**src/rtl/oled_link_arbiter_pkg.sv**
```systemverilog
// rtl/oled_link_arbiter_pkg.sv - shared OLED word format, arbiter state encoding and SSD command constants
package oled_pkg;

  localparam int OLED_WORD_W = 9;
  localparam int DC_BIT      = 8;

  typedef enum logic [1:0] {
    ST_IDLE      = 2'd0,
    ST_WAIT_DONE = 2'd1,
    ST_ACKED     = 2'd2,
    ST_HOLD      = 2'd3
  } arb_state_t;

  localparam logic [7:0] SSD_SET_COLUMN = 8'h15;
  localparam logic [7:0] SSD_SET_ROW    = 8'h75;
  localparam logic [7:0] SSD_WRITE_RAM  = 8'h5C;
  localparam logic [7:0] SSD_DISPLAY_ON = 8'hAF;

endpackage

```
**src/rtl/oled_link_arbiter_rr_pick.sv**
```systemverilog
// rtl/oled_link_arbiter_rr_pick.sv - combinational round-robin winner select
module rr_pick #(
  parameter int NUM_REQ = 3
) (
  input  logic [NUM_REQ-1:0]         i_req,
  input  logic [$clog2(NUM_REQ)-1:0] i_ptr,
  output logic [NUM_REQ-1:0]         o_onehot,
  output logic [$clog2(NUM_REQ)-1:0] o_idx,
  output logic                       o_any
);

  localparam int IW = $clog2(NUM_REQ);

  // Scan from farthest to nearest so the candidate just after i_ptr overrides all others
  always_comb begin
    int c;
    o_onehot = '0;
    o_idx    = '0;
    o_any    = 1'b0;
    c        = 0;
    for (int k = NUM_REQ; k >= 1; k--) begin
      c = (int'(i_ptr) + k) % NUM_REQ;
      if (i_req[c]) begin
        o_onehot    = '0;
        o_onehot[c] = 1'b1;
        o_idx       = IW'(c);
        o_any       = 1'b1;
      end
    end
  end

endmodule

```
**src/rtl/oled_link_arbiter.sv**
```systemverilog
// rtl/oled_link_arbiter.sv - transaction-locked round-robin arbiter in front of the OLED word serializer
module oled_link_arbiter
  import oled_pkg::*;
#(
  parameter int NUM_REQ      = 3,
  parameter int HOLD_TIMEOUT = 255,
  parameter int DONE_TIMEOUT = 1023
) (
  input  logic                           i_clk,
  input  logic                           i_rstb,
  input  logic [NUM_REQ-1:0]             i_req,
  input  logic [OLED_WORD_W*NUM_REQ-1:0] i_req_dat,
  input  logic [NUM_REQ-1:0]             i_req_last,
  output logic [NUM_REQ-1:0]             o_req_ack,
  output logic [NUM_REQ-1:0]             o_grant,
  output logic                           o_ser_go,
  output logic [OLED_WORD_W-1:0]         o_ser_dat,
  input  logic                           i_ser_done,
  output logic                           o_link_err
);

  localparam int IW = $clog2(NUM_REQ);
  localparam int HW = $clog2(HOLD_TIMEOUT + 1);
  localparam int DW = $clog2(DONE_TIMEOUT + 1);

  arb_state_t             r_state, w_state_nxt;
  logic [NUM_REQ-1:0]     r_grant, r_ack;
  logic [IW-1:0]          r_gidx, r_rr_ptr;
  logic                   r_last, r_ser_go, r_link_err;
  logic [OLED_WORD_W-1:0] r_ser_dat;
  logic [DW-1:0]          r_done_cnt, w_done_inc;
  logic [HW-1:0]          r_hold_cnt, w_hold_inc;

  logic [NUM_REQ-1:0]     w_pick_oh;
  logic [IW-1:0]          w_pick_idx, w_sel_idx;
  logic                   w_pick_any;
  logic                   w_launch, w_ack, w_release, w_set_err;

  rr_pick #(.NUM_REQ(NUM_REQ)) u_rr_pick (
    .i_req    (i_req),
    .i_ptr    (r_rr_ptr),
    .o_onehot (w_pick_oh),
    .o_idx    (w_pick_idx),
    .o_any    (w_pick_any)
  );

  // New owner comes from the picker in IDLE, otherwise the locked owner keeps the link
  assign w_sel_idx  = (r_state == ST_IDLE) ? w_pick_idx : r_gidx;
  assign w_done_inc = (r_done_cnt == DW'(DONE_TIMEOUT)) ? r_done_cnt : r_done_cnt + DW'(1);
  assign w_hold_inc = (r_hold_cnt == HW'(HOLD_TIMEOUT)) ? r_hold_cnt : r_hold_cnt + HW'(1);

  // State register
  always_ff @(posedge i_clk) begin
    if (!i_rstb) r_state <= ST_IDLE;
    else         r_state <= w_state_nxt;
  end

  // Next state and per-cycle actions; SER_DONE beats a coincident done timeout
  always_comb begin
    w_state_nxt = r_state;
    w_launch    = 1'b0;
    w_ack       = 1'b0;
    w_release   = 1'b0;
    w_set_err   = 1'b0;
    case (r_state)
      ST_IDLE: begin
        if (w_pick_any) begin
          w_launch    = 1'b1;
          w_state_nxt = ST_WAIT_DONE;
        end
      end
      ST_WAIT_DONE: begin
        if (i_ser_done) begin
          w_ack = 1'b1;
          if (r_last) begin
            w_release   = 1'b1;
            w_state_nxt = ST_IDLE;
          end else begin
            w_state_nxt = ST_ACKED;
          end
        end else if (w_done_inc == DW'(DONE_TIMEOUT)) begin
          w_set_err   = 1'b1;
          w_release   = 1'b1;
          w_state_nxt = ST_IDLE;
        end
      end
      ST_ACKED: w_state_nxt = ST_HOLD;
      ST_HOLD: begin
        if (i_req[r_gidx]) begin
          w_launch    = 1'b1;
          w_state_nxt = ST_WAIT_DONE;
        end else if (w_hold_inc == HW'(HOLD_TIMEOUT)) begin
          w_release   = 1'b1;
          w_state_nxt = ST_IDLE;
        end
      end
      default: w_state_nxt = ST_IDLE;
    endcase
  end

  // Datapath: grant lock, serializer word, ack pulse, fairness pointer and timeout counters
  always_ff @(posedge i_clk) begin
    if (!i_rstb) begin
      r_grant    <= '0;
      r_gidx     <= '0;
      r_rr_ptr   <= IW'(NUM_REQ - 1);
      r_ack      <= '0;
      r_last     <= 1'b0;
      r_ser_go   <= 1'b0;
      r_ser_dat  <= '0;
      r_link_err <= 1'b0;
      r_done_cnt <= '0;
      r_hold_cnt <= '0;
    end else begin
      r_ser_go <= w_launch;
      r_ack    <= w_ack ? r_grant : '0;
      if (w_launch) begin
        if (r_state == ST_IDLE) begin
          r_grant <= w_pick_oh;
          r_gidx  <= w_pick_idx;
        end
        r_ser_dat <= i_req_dat[w_sel_idx*OLED_WORD_W +: OLED_WORD_W];
        r_last    <= i_req_last[w_sel_idx];
      end
      if (w_release) begin
        r_grant  <= '0;
        r_rr_ptr <= r_gidx;
      end
      if (w_set_err) r_link_err <= 1'b1;
      if (r_state == ST_WAIT_DONE && w_state_nxt == ST_WAIT_DONE) r_done_cnt <= w_done_inc;
      else                                                        r_done_cnt <= '0;
      if (r_state == ST_HOLD && w_state_nxt == ST_HOLD) r_hold_cnt <= w_hold_inc;
      else                                              r_hold_cnt <= '0;
    end
  end

  assign o_grant    = r_grant;
  assign o_req_ack  = r_ack;
  assign o_ser_go   = r_ser_go;
  assign o_ser_dat  = r_ser_dat;
  assign o_link_err = r_link_err;

endmodule

```
**config.mk**
```make
export PLATFORM = sky130hd
export DESIGN_NAME = oled_link_arbiter
export DESIGN_NICKNAME = d
export VERILOG_FILES = /design/src/rtl/oled_link_arbiter_pkg.sv /design/src/rtl/oled_link_arbiter_rr_pick.sv /design/src/rtl/oled_link_arbiter.sv
export SDC_FILE = /design/constraint.sdc
export NUM_CORES = 1
export LEC_CHECK = 0
export CAP_MARGIN = 20
export CORE_AREA = 2 2 94 96
export DETAILED_ROUTE_END_ITERATION = 7
export DIE_AREA = 0 0 96 98
export PLACE_DENSITY = 0.58
export SYNTH_ARGS = -nofsm -noshare
export SYNTH_HDL_FRONTEND = slang
export SYNTH_SLANG_ARGS = --single-unit
```
**constraint.sdc**
```tcl
create_clock -name i_clk -period 2.6 [get_ports i_clk]
set_clock_uncertainty 0.1 [all_clocks]
set_input_delay 0.52 -clock i_clk [delete_from_list [all_inputs] [get_ports i_clk]]
set_output_delay 0.52 -clock i_clk [all_outputs]
set_load 0.005 [all_outputs]
```
==> results.cfg <==
[clocking]
cts_hold_buf = 0
cts_made_buffers = 5
ctsHtreeMaxLevel = 2
clock_tree_from_tritoncts = done
clockRootBuffer = sky130_fd_sc_hd__clkbuf_8
cts.path.max_buffers = 2
clock_sink_count = 42
worst_setup_hold_path_clk_slew_ns = 0.08
clkLatencyLatePin_ns = 0.29

[synth]
synthCells = 352
synth-seq-area-share_pct = 29.6
postSynthAreaPerCell_um2 = 8.08
ys.warnings.count = 0
syn-num-nets = 399
biggest_area_contributors_in_the_synthesized_netlist = sky130_fd_sc_hd__dfxtp_1 30%, sky130_fd_sc_hd__mux2i_1 6.7%, sky130_fd_sc_hd__ha_1 4.8%
ys_types = 57
ys_ff_latch = 42
synthesis.area_um2 = 2840
synth-edff-count = 0
primary_ff_master_synth = sky130_fd_sc_hd__dfxtp_1
synth_top_cell_area_share_pct = 29.6
post-synth-top-area-cell = sky130_fd_sc_hd__dfxtp_1
postSynth.asyncResetShare_pct = 0

[grt]
grt_overflow = 0
grt_usage_pct = 15.1
number_of_global_route_vias_before_repair = 2657
grt_max_degree = 24
number_of_antenna_violations_at_the_first_check_in_global_routing = 0
grt_first_pass_wirelength_mm = 11.8

[placement]
dp_hpwl_mm = 5.27
portBuffers = 52
detailedPlace.worstSlack_ns = -0.334
gp_congestion = 0.896
dp_cells = 537
dpl_cell_area_um2 = 3780

[sta]
worst-slew-pin-transition_ns = 0.443
final_hold_vios = 0
period_minus_slack_ns = 2.55
fmax_ghz = 0.392
rsz0062_at_grt = yes
post_route_setup_slack_ns = 0.0505
timing.final.crit_share_pct = 98.1
maxSlewHeadroom_pct = 70.2
maxSlewViolCount = 0
setup_viol_count_final = 0

[power]
design_power_total_uw = 1620
irDropWorstVdd_v = 0.000235
cellLeakagePower_uw = 0.00151
pwr_density_cell_nw_per_um2 = 412

[final_layout]
flow.area_growth_from_synthesis_pct = 38.3
drive_above_1_share_pct = 22.1
postLayoutCellArea_um2 = 3930
fill_cell_count = 805
antenna-diode-count = 0
stdcell_count = 546
finalCoreUtilization_pct = 46.5
layout.nets = 484

[floorplanning]
fp.dieH_um = 98
io_pins = 53
initial_core_util_pct = 33.6
dieArea_um2 = 9410
core_box_area_um2 = 8470
die-width_um = 96
row_count = 34

[routing]
drt-total-wl_mm = 6.79
routedWlPerCell_um = 12.4
detail_route.first_pass.iterations = 4
vias_per_cell = 5.15
drt_iter0_markers = 121
detailroute.via_count = 2811
route.antenna.remaining_nets = 0
drc = 0

[critical_path]
critical_path_required_ns = 2.69
timing.reg2reg.worst_path_depth = 8
worst-endpoint-arrival_ns = 2.64
critPathLaunchType = register
cpPeakStageDelay_ns = 0.55
path_cells = ha_4 > nand4_1 > nor4_2 > nor3_1 > or4_4 > o211a_1 > or2_4 > a2111oi_4
path_class = register to register
cp.depth = 8
crit_fanout = 11
timing.critical_path.buf_inv = 0
path_delay_family = simple AND/OR/NAND/NOR gates
worstSetupEndpointType = register
worst_path_max_delay_cell = sky130_fd_sc_hd__or4_4

[worst_hold_path]
cell_count_of_the_worst_hold_path = 1
holdCritPathClass = register to register

[run]
max_cap_viol_count = 0

[run_status]
status = finished clean
[sequential cells by signal, indices dropped and copies added (netlist names)]
register	flops
o_grant	3
o_link_err	1
o_req_ack	3
o_ser_dat	9
o_ser_go	1
r_done_cnt	10
r_gidx	2
r_hold_cnt	8
r_last	1
r_rr_ptr	2
r_state	2
[worst register-to-register path, cell delays in order, from the launching register on]
cell,delay (ns)
sky130_fd_sc_hd__dfxtp_4,0.37
sky130_fd_sc_hd__ha_4,0.16
sky130_fd_sc_hd__nand4_1,0.19
sky130_fd_sc_hd__nor4_2,0.19
sky130_fd_sc_hd__nor3_1,0.09
sky130_fd_sc_hd__or4_4,0.55
sky130_fd_sc_hd__o211a_1,0.27
sky130_fd_sc_hd__or2_4,0.32
sky130_fd_sc_hd__a2111oi_4,0.21
[report_power, final]
group,leakage (uW),internal [uW],switching [uW],total (uW)
combinational,0.00112,273,223,496
clock,0.0000395,191,209,400
sequential,0.000343,691,33.7,725
[repair_timing]
| item | 4_1_cts | 5_1_grt |
|---|---|---|
| setup endpoints to repair | 25 | 26 |
| buffers inserted | 0 | 1 |
| gates resized for setup | 6 | 12 |
| pin swaps | 2 | 0 |
[cell usage in the layout (no fill, tap or decap), types with 5 or more instances in the layout]
cell | synthesis | final
sky130_fd_sc_hd__nand3b_1 | 5 | 5
sky130_fd_sc_hd__a21oi_1 | 17 | 17
sky130_fd_sc_hd__or2_2 | 10 | 10
sky130_fd_sc_hd__and3_1 | 8 | 8
sky130_fd_sc_hd__nor3_1 | 16 | 14
sky130_fd_sc_hd__clkdlybuf4s50_1 | 0 | 51
sky130_fd_sc_hd__clkbuf_8 | 0 | 5
sky130_fd_sc_hd__ha_1 | 11 | 7
sky130_fd_sc_hd__and2_1 | 11 | 10
sky130_fd_sc_hd__inv_1 | 15 | 15
sky130_fd_sc_hd__o21ai_0 | 23 | 22
sky130_fd_sc_hd__nor2_1 | 12 | 12
sky130_fd_sc_hd__buf_4 | 3 | 50
sky130_fd_sc_hd__nand3_1 | 11 | 10
sky130_fd_sc_hd__o211ai_1 | 6 | 6
sky130_fd_sc_hd__mux2i_1 | 19 | 19
sky130_fd_sc_hd__mux2_2 | 7 | 7
sky130_fd_sc_hd__dfxtp_1 | 42 | 40
sky130_fd_sc_hd__nor4_1 | 6 | 5
sky130_fd_sc_hd__a31oi_1 | 12 | 12
sky130_fd_sc_hd__nand4_1 | 5 | 5
sky130_fd_sc_hd__nand2_1 | 35 | 35
[cell type report]
type                       instances  area [um^2]  share of cell area, %
inverter                          15         56.3                   1.43
tap                              108          135                   3.44
multi-input combinational        270         1910                   48.5
sequential                        42          846                   21.5
clock buffer                       8         80.1                   2.04
timing repair buffer             103          910                   23.1
[worst paths after layout]
check                            from                  endpoint  slack (ns)
max          r_done_cnt[0]$_SDFF_PN0_  r_done_cnt[1]$_SDFF_PN0_        0.05
min reg2reg   o_link_err$_SDFFE_PN0P_   o_link_err$_SDFFE_PN0P_        0.39
max reg2reg  r_done_cnt[0]$_SDFF_PN0_  r_done_cnt[1]$_SDFF_PN0_        0.05
min           o_link_err$_SDFFE_PN0P_   o_link_err$_SDFFE_PN0P_        0.39
[synth_stat cells, types with 5 or more instances]
library cell	n
sky130_fd_sc_hd__inv_1	15
sky130_fd_sc_hd__nand3_1	11
sky130_fd_sc_hd__mux2_2	7
sky130_fd_sc_hd__a21oi_1	17
sky130_fd_sc_hd__o21ai_0	23
sky130_fd_sc_hd__clkbuf_1	16
sky130_fd_sc_hd__nor2b_1	5
sky130_fd_sc_hd__dfxtp_1	42
sky130_fd_sc_hd__nor4_1	6
sky130_fd_sc_hd__nor2_1	12
sky130_fd_sc_hd__or2_2	10
sky130_fd_sc_hd__ha_1	11
sky130_fd_sc_hd__nor3_1	16
sky130_fd_sc_hd__and3_1	8
sky130_fd_sc_hd__o211ai_1	6
sky130_fd_sc_hd__nand3b_1	5
sky130_fd_sc_hd__nand4_1	5
sky130_fd_sc_hd__nand2_1	35
sky130_fd_sc_hd__mux2i_1	19
sky130_fd_sc_hd__buf_2	5
sky130_fd_sc_hd__a31oi_1	12
sky130_fd_sc_hd__and2_1	11
[per-stage QoR]
stage / hold slack (ns) / TNS [ns]
2_1_floorplan: 0.365 / 0
3_3_place_gp: 0.361 / -5.67
3_5_place_dp: 0.375 / -7.62
4_1_cts: 0.393 / -0.00738
5_1_grt: 0.400 / -0.972
6_report: 0.387 / 0
[cell families (layout without fill, tap and decap cells)]
kind of cell | count (synthesis) | in the layout | synth area share (%)
muxes | 26 | 26 | 9.46
adders and majority gates | 13 | 13 | 5.54
AOI/OAI and AO/OA | 88 | 88 | 20.5
buffers and inverters | 40 | 126 | 6.16
xor gates and xnor gates | 3 | 3 | 0.924
DFF | 42 | 42 | 29.6
and+or+nand+nor | 140 | 140 | 27.8
[metal layers]
metal | vias to the layer above | share of wire (%) | track usage, %
met5 | - | 0 | 0
met4 | 0 | 0.94 | 3.30
li1 | 1458 | - | -
met2 | 85 | 45 | 23.5
met1 | 1261 | 48 | 20.8
met3 | 7 | 6.0 | 4.17
(Power assumes the default switching activity.)
